===== src/rtl/data_mem_ctrl_pkg.sv =====
// Shared definitions for the load/store sequencer: state encoding, load/store opcodes, default widths.
package data_mem_ctrl_pkg;

    typedef enum logic [1:0] {
        IDLE  = 2'd0,
        READ  = 2'd1,
        WRITE = 2'd2,
        DONE  = 2'd3
    } state_t;

    localparam logic [7:0] OP_LWD = 8'd8;
    localparam logic [7:0] OP_LWI = 8'd9;
    localparam logic [7:0] OP_SWD = 8'd10;
    localparam logic [7:0] OP_SWI = 8'd11;

    localparam int DEF_DATA_W = 8;
    localparam int DEF_ADDR_W = 8;
    localparam int WAIT_W     = 8;

endpackage


===== src/rtl/data_mem_ctrl_mem_wait_counter.sv =====
// Per-access wait counter; terminal is high during the TERMINAL-th enabled cycle since the last clear.
module mem_wait_counter #(
    parameter int WIDTH    = 8,
    parameter int TERMINAL = 255
) (
    input  logic clk,
    input  logic rst_n,
    input  logic clear,
    input  logic enable,
    output logic terminal
);

    localparam logic [WIDTH-1:0] LAST = WIDTH'(TERMINAL - 1);

    logic [WIDTH-1:0] count;

    always_ff @(posedge clk or negedge rst_n) begin
        if (!rst_n) begin
            count <= '0;
        end else if (clear) begin
            count <= '0;
        end else if (enable) begin
            count <= count + 1'b1;
        end
    end

    assign terminal = enable && (count == LAST);

endmodule


===== src/rtl/data_mem_ctrl.sv =====
// Load/store sequencer between CPU and a busywait data memory.
// Define MEM_TIMEOUT_EN to abort accesses that wait TIMEOUT_CYCLES cycles.
module data_mem_ctrl
    import data_mem_ctrl_pkg::*;
#(
    parameter int ADDR_W         = DEF_ADDR_W,
    parameter int DATA_W         = DEF_DATA_W,
    parameter int TIMEOUT_CYCLES = 255
) (
    input  logic              CLK,
    input  logic              RESET,
    input  logic              RD_REQ,
    input  logic              WR_REQ,
    input  logic [ADDR_W-1:0] ADDR,
    input  logic [DATA_W-1:0] WDATA,
    output logic [DATA_W-1:0] RDATA,
    output logic              LOAD_WE,
    output logic              BUSYWAIT,
    output logic              ERROR,
    output logic              MEM_READ,
    output logic              MEM_WRITE,
    output logic [ADDR_W-1:0] MEM_ADDR,
    output logic [DATA_W-1:0] MEM_WDATA,
    input  logic [DATA_W-1:0] MEM_RDATA,
    input  logic              MEM_BUSYWAIT,
    output logic [1:0]        DBG_STATE
);

    state_t state, next_state;
    logic   first_cycle;
    logic   last_rd;
    logic   timed_out;
    logic   timeout_hit;
    logic   in_access;
    logic   access_ok;
    logic   abort;

`ifdef MEM_TIMEOUT_EN
    mem_wait_counter #(
        .WIDTH    (WAIT_W),
        .TERMINAL (TIMEOUT_CYCLES)
    ) u_wait (
        .clk      (CLK),
        .rst_n    (RESET),
        .clear    (state == IDLE),
        .enable   (in_access),
        .terminal (timeout_hit)
    );
`else
    logic unused_cfg;
    assign unused_cfg  = (TIMEOUT_CYCLES == 0);
    assign timeout_hit = 1'b0;
`endif

    assign in_access = (state == READ) || (state == WRITE);
    // Memory busywait is registered, so it only means something from the second cycle.
    assign access_ok = in_access && !first_cycle && !MEM_BUSYWAIT;
    assign abort     = in_access && timeout_hit && !access_ok;

    always_comb begin
        next_state = state;
        MEM_READ   = 1'b0;
        MEM_WRITE  = 1'b0;
        LOAD_WE    = 1'b0;
        BUSYWAIT   = 1'b0;
        case (state)
            IDLE: begin
                BUSYWAIT = RESET && (RD_REQ || WR_REQ);
                if (RD_REQ) begin
                    next_state = READ;
                end else if (WR_REQ) begin
                    next_state = WRITE;
                end
            end
            READ: begin
                MEM_READ = 1'b1;
                BUSYWAIT = 1'b1;
                if (access_ok || abort) next_state = DONE;
            end
            WRITE: begin
                MEM_WRITE = 1'b1;
                BUSYWAIT  = 1'b1;
                if (access_ok || abort) next_state = DONE;
            end
            DONE: begin
                LOAD_WE    = last_rd && !timed_out;
                next_state = IDLE;
            end
            default: next_state = IDLE;
        endcase
    end

    always_ff @(posedge CLK or negedge RESET) begin
        if (!RESET) begin
            state       <= IDLE;
            first_cycle <= 1'b0;
            last_rd     <= 1'b0;
            timed_out   <= 1'b0;
            ERROR       <= 1'b0;
            RDATA       <= '0;
            MEM_ADDR    <= '0;
            MEM_WDATA   <= '0;
        end else begin
            state       <= next_state;
            first_cycle <= (state == IDLE) && (RD_REQ || WR_REQ);
            if (state == IDLE) begin
                if (RD_REQ) begin
                    MEM_ADDR  <= ADDR;
                    last_rd   <= 1'b1;
                    timed_out <= 1'b0;
                    if (WR_REQ) ERROR <= 1'b1;
                end else if (WR_REQ) begin
                    MEM_ADDR  <= ADDR;
                    MEM_WDATA <= WDATA;
                    last_rd   <= 1'b0;
                    timed_out <= 1'b0;
                end
            end
            if (access_ok && state == READ) begin
                RDATA <= MEM_RDATA;
            end
            if (abort) begin
                RDATA     <= '0;
                ERROR     <= 1'b1;
                timed_out <= 1'b1;
            end
        end
    end

    assign DBG_STATE = state;

endmodule

===== config.mk =====
export PLATFORM = sky130hd
export DESIGN_NAME = data_mem_ctrl
export DESIGN_NICKNAME = d
export VERILOG_FILES = /design/src/rtl/data_mem_ctrl_pkg.sv /design/src/rtl/data_mem_ctrl_mem_wait_counter.sv /design/src/rtl/data_mem_ctrl.sv
export SDC_FILE = /design/constraint.sdc
export NUM_CORES = 1
export LEC_CHECK = 0
export CAP_MARGIN = 15
export CORE_UTILIZATION = 43
export DETAILED_ROUTE_END_ITERATION = 10
export MAX_ROUTING_LAYER = met4
export PLACE_DENSITY_LB_ADDON = 0.05
export SLEW_MARGIN = 20
export SYNTH_ARGS = -nofsm -noshare
export SYNTH_HDL_FRONTEND = slang
export SYNTH_HIERARCHICAL = 1
export SYNTH_SLANG_ARGS = --single-unit
export TNS_END_PERCENT = 1

===== constraint.sdc =====
create_clock -name CLK -period 4.5 [get_ports CLK]
set_input_delay 0.675 -clock CLK [delete_from_list [all_inputs] [get_ports CLK]]
set_output_delay 0.675 -clock CLK [all_outputs]
set_load 0.02 [all_outputs]

# Yosys cells after proc, flatten, opt, wreduce, memory -nomap -nowiden
# Cells that the tools add are included.
# classes
reduce_logical	18
n_eq_ne	5
bitwise_logic	1
muxes	13
# ops
op	count
$mux 8	2
$logic_and 1x1->1	6
$mux 1	6
$mux 2	3
$pmux 2 s3	1
$reduce_and 3->1	2
$eq 2x2->1 const B	2
$reduce_and 2->1	2
$logic_not 1->1	3
$ne 3x3->1 const B	1
$eq 2x1->1 const B	1
$logic_not 2->1	1
$logic_or 1x1->1	2
$ne 2x1->1 const B	1
$pmux 1 s2	1
$reduce_bool 2->1	1
$reduce_or 2->1	1
$not 1->1	1
# totals
inputBits	29
reg_bits	30
out_inout_bits	31
word_cells	45

# Longest topological paths before layout
# logic_depth
depth_word	6
mapped_depth	6
mapped_depth_nobuf	5

# Worst setup path after synthesis
# No wires, ideal clock.
# synth_timing
kind	register to output
from	reg state[0], in the netlist DBG_STATE[0]
to	out BUSYWAIT
path_buffers	1
stages_incl_launch_ff	7
slack_ns	2.264
t_required_ns	3.825
arrival_ns	1.561
cell_sequence	dfrtp_1 > inv_1 > ha_1 > o21a_1 > buf_2 > a21oi_1 > nor2_1
# synth_between
elab_chain_len	3
word_cells_on_any_way	5
cone_classes	eq/ne (2); mux (1); reduce/logical (2)
# synth_lines
item	line	text
from (decl)	data_mem_ctrl.sv:29	state_t state, next_state;
from (signal assigned)	data_mem_ctrl.sv:104	state <= next_state;
$eq 2x1->1 / $eq 2x2->1 (equally long branches)	data_mem_ctrl.sv:66	case (state)
$reduce_or 2->1 (no source line)	n/a	
$pmux 1 s2 *	data_mem_ctrl.sv:66	
to (decl)	data_mem_ctrl.sv:18	output logic BUSYWAIT,
# Every way passes the cells marked *; elsewhere a longest branch is shown, timed or not.

# Worst setup path after layout
# layout_timing
from	in RD_REQ
to	out BUSYWAIT
# layout_between
elab_chain_len	3
# layout_lines
item	line	text
from (decl)	data_mem_ctrl.sv:12	input logic RD_REQ,
$logic_or 1x1->1	data_mem_ctrl.sv:68	BUSYWAIT = RESET && (RD_REQ || WR_REQ);
$logic_and 1x1->1	data_mem_ctrl.sv:68	
$pmux 1 s2	data_mem_ctrl.sv:66	
# Every way passes these cells.

==> flow_summary_export.csv <==
group,metric,value,unit
setup_path,start_kind,"primary input",
grt,grt_max_degree,31,
yosys,syn-cell-area,1240,sq um
yosys,synth_flop_cell,"dfrtp_1",
finish,diodes,0,
placed_design,gp_congestion,0.772,
sta,slew_viol_final,0,
finish,fin_nets,181,
clock_tree,cts_root_buffer,"clkbuf_4",
setup_path,worst_r2r_endpoint,"MEM_WDATA[0]",
yosys,yosysTopAreaCell,"dfrtp_1",
clock_tree,cts_buffers,5,
yosys,syn_avg_cell_area,15.0,sq um
sta,finalCritPeriodShare,0.706,
placed_design,dpl.hpwl,1.79,mm
sta,fmax,315,MHz
sta,fin_setup_tns,0,ns
power,p_seq_frac,0.335,
clock_tree,clk_pin_slew,0.08,ns
sta,rsz0062_at_grt,"no",
setup_path,cp-endpoint,"BUSYWAIT",
floorplan,dieHeight,55.8,microns
setup_path,crit_fanout,10,
finish,area_delta_synth_final,53.5,%
drt,avgViaCountPerCell,4.99,
setup_path,cp_common_cell,"clkdlybuf4s50_1",
sta,final-setup-viol-count,0,
yosys,synth_fp_nets,117,
power,power_leakage,0.838,nW
grt,grt_usage,0.181,
clock_tree,postCtsSetupBuffers,0,
placed_design,port_buffers,59,
clock_tree,clock-sinks,29,
drt,dr.pass1.iters,4,
setup_path,slowest_stage,"clkdlybuf4s50_1",
power,powerDensity,736,nW/um^2
yosys,yosysUniqueCellTypes,23,
clock_tree,clk_path_buf_depth,2,
drt,wirelength,2.45,mm
clock_tree,htreeDepth,2,
finish,final_common_cell,"clkdlybuf4s50_1",
finish,fin_util,0.691,
floorplan,start_util,0.451,
grt,antenna_found_initial,0,
clock_tree,cts_hold_buf,0,
power,p_clk_frac,0.101,
setup_path,crit_start,"RD_REQ",
flow_run,drv_cap,0,
sta,layout_min_cycle_time,3.18,ns
setup_path,setup.worst_path.end_class,"output pin",
setup_path,r2r_start,"DBG_STATE[0]",
yosys,synth.top_cell.area_share,0.584,
sta,slew_headroom,0.667,
setup_path,r2r_slack,2.66,ns
placed_design,placed_cell_area,1860,sq um
sta,worst_pin_slew,0.500,ns
setup_path,cpPeakStageDelay,0.60,ns
power,p_sw_frac,0.368,
power,total_power,0.00140,W
drt,drc_errors,0,
floorplan,die-area,3110,sq um
floorplan,die_width,55.8,microns
setup_path,crit_arrival,2.50,ns
power,intPower,0.000887,W
yosys,syn_inst,83,
floorplan,io_pins,60,
drt,num_vias,894,
setup_path,crit_required,3.83,ns
yosys,synth.area.top_cells,"dfrtp_1, mux2_2, mux2_4",
finish,drive_gt1_frac,0.216,
hold_path,hold_path.class,"reg2reg",
outcome,outcome,"complete, no violations",
yosys,yosysWarnings,6,
yosys,ys_seq_area_frac,0.584,
yosys,synthArstFlopShare,1.00,
grt,grt_pass1_vias,921,
finish,fillers,207,
grt,grt_pass1_wl,4.17,mm
sta,finalHoldViolations,0,
floorplan,rows,19,
finish,fin_area,1910,sq um
drt,first_iter_violations,14,
drt,ant_nets,0,
grt,grt_overflow_total,0,
clock_tree,cts-resized-gates,0,
yosys,synth_seq_cells,29,
drt,wl_per_cell,13.7,microns
power,power.net_switching,0.000517,W
sta,skew,0.00304,ns
power,ir_worst_vdd,467,uV
setup_path,rr_worst_depth,5,
power,combPwrFrac,0.564,
clock_tree,cts_tree,"built",
finish,final_cell_mix,"clkdlybuf4s50_1, dfrtp_1, mux2_2",
setup_path,path_cells,"clkdlybuf4s50_1 > o21a_1 > a21oi_1 > nor2_1 > clkdlybuf4s50_1",
setup_path,critPathKind,"in2out",
floorplan,core,2760,sq um
yosys,synth_edf_count,0,
clock_tree,clk_latency,0.30,ns
## logic make-up (layout without fill, tap and decap cells)
logic type	count (synthesis)	after routing	synth area share
simple gates	9	9	0.0403
mux	24	24	0.242
buf+inv	5	70	0.0232
compound gates	11	11	0.0604
fa+ha+maj	5	5	0.0504
flops	29	29	0.584
## power by group through the flow
stage                     clock (W)  sequential, W  combinational (W)
after floorplan                   0       0.000614           0.000302
after global placement            0       0.000470           0.000789
after detailed placement          0       0.000474           0.000797
after CTS                  0.000150       0.000471           0.000800
after global routing       0.000163       0.000488           0.000838
final                      0.000142       0.000470           0.000792
## synth_stat cells, drive strengths merged (2+ instances only)
cell,number
ha,5
buf,3
inv,2
nor2,3
dfrtp,29
mux2,24
a21oi,3
## cell type report
type | instances | area [sq um] | share of cell area
Clock buffer | 8 | 48.8 | 0.0256
Inverter | 2 | 7.51 | 0.00394
Multi-Input combinational cell | 49 | 488 | 0.256
Sequential cell | 29 | 726 | 0.381
Tap cell | 31 | 38.8 | 0.0203
Timing Repair Buffer | 60 | 598 | 0.314
## per-layer routing
metal | wire, microns | track usage
met1 | 1040 | 0.210
met2 | 1190 | 0.287
met3 | 202 | 0.0674
met4 | 23 | 0.0643
met5 | 0 | -
## state kept, by name, indices dropped and copies added (netlist names)
signal       cells
MEM_ADDR         8
last_rd          1
ERROR            1
DBG_STATE        2
first_cycle      1
MEM_WDATA        8
RDATA            8
## critical path, delay by kind of cell
kind,cells,cell delay [ns]
compound gates,2,0.53
buf+inv,2,1.19
simple gates,1,0.10
## how the worst min path moves through the flow
stage               startpoint      endpoint  slack (ns)  cells after the start
floorplan                RESET  DBG_STATE[0]        0.38                      0
CTS                      ERROR         ERROR        0.48                      1
detailed placement       ERROR         ERROR        0.46                      1
global placement       last_rd       last_rd        0.48                      1
finish                   ERROR         ERROR        0.48                      1
global route             ERROR         ERROR        0.50                      1
## metrics by stage
step	hold slack (ns)	setup WS [ns]	cells
global route	0.503	1.22	179
detailed placement	0.457	1.32	171
floorplan	0.379	2.26	83
global placement	0.477	1.35	171
finish	0.476	1.32	179
CTS	0.476	1.32	179
Power figures use the tool's default switching activity.
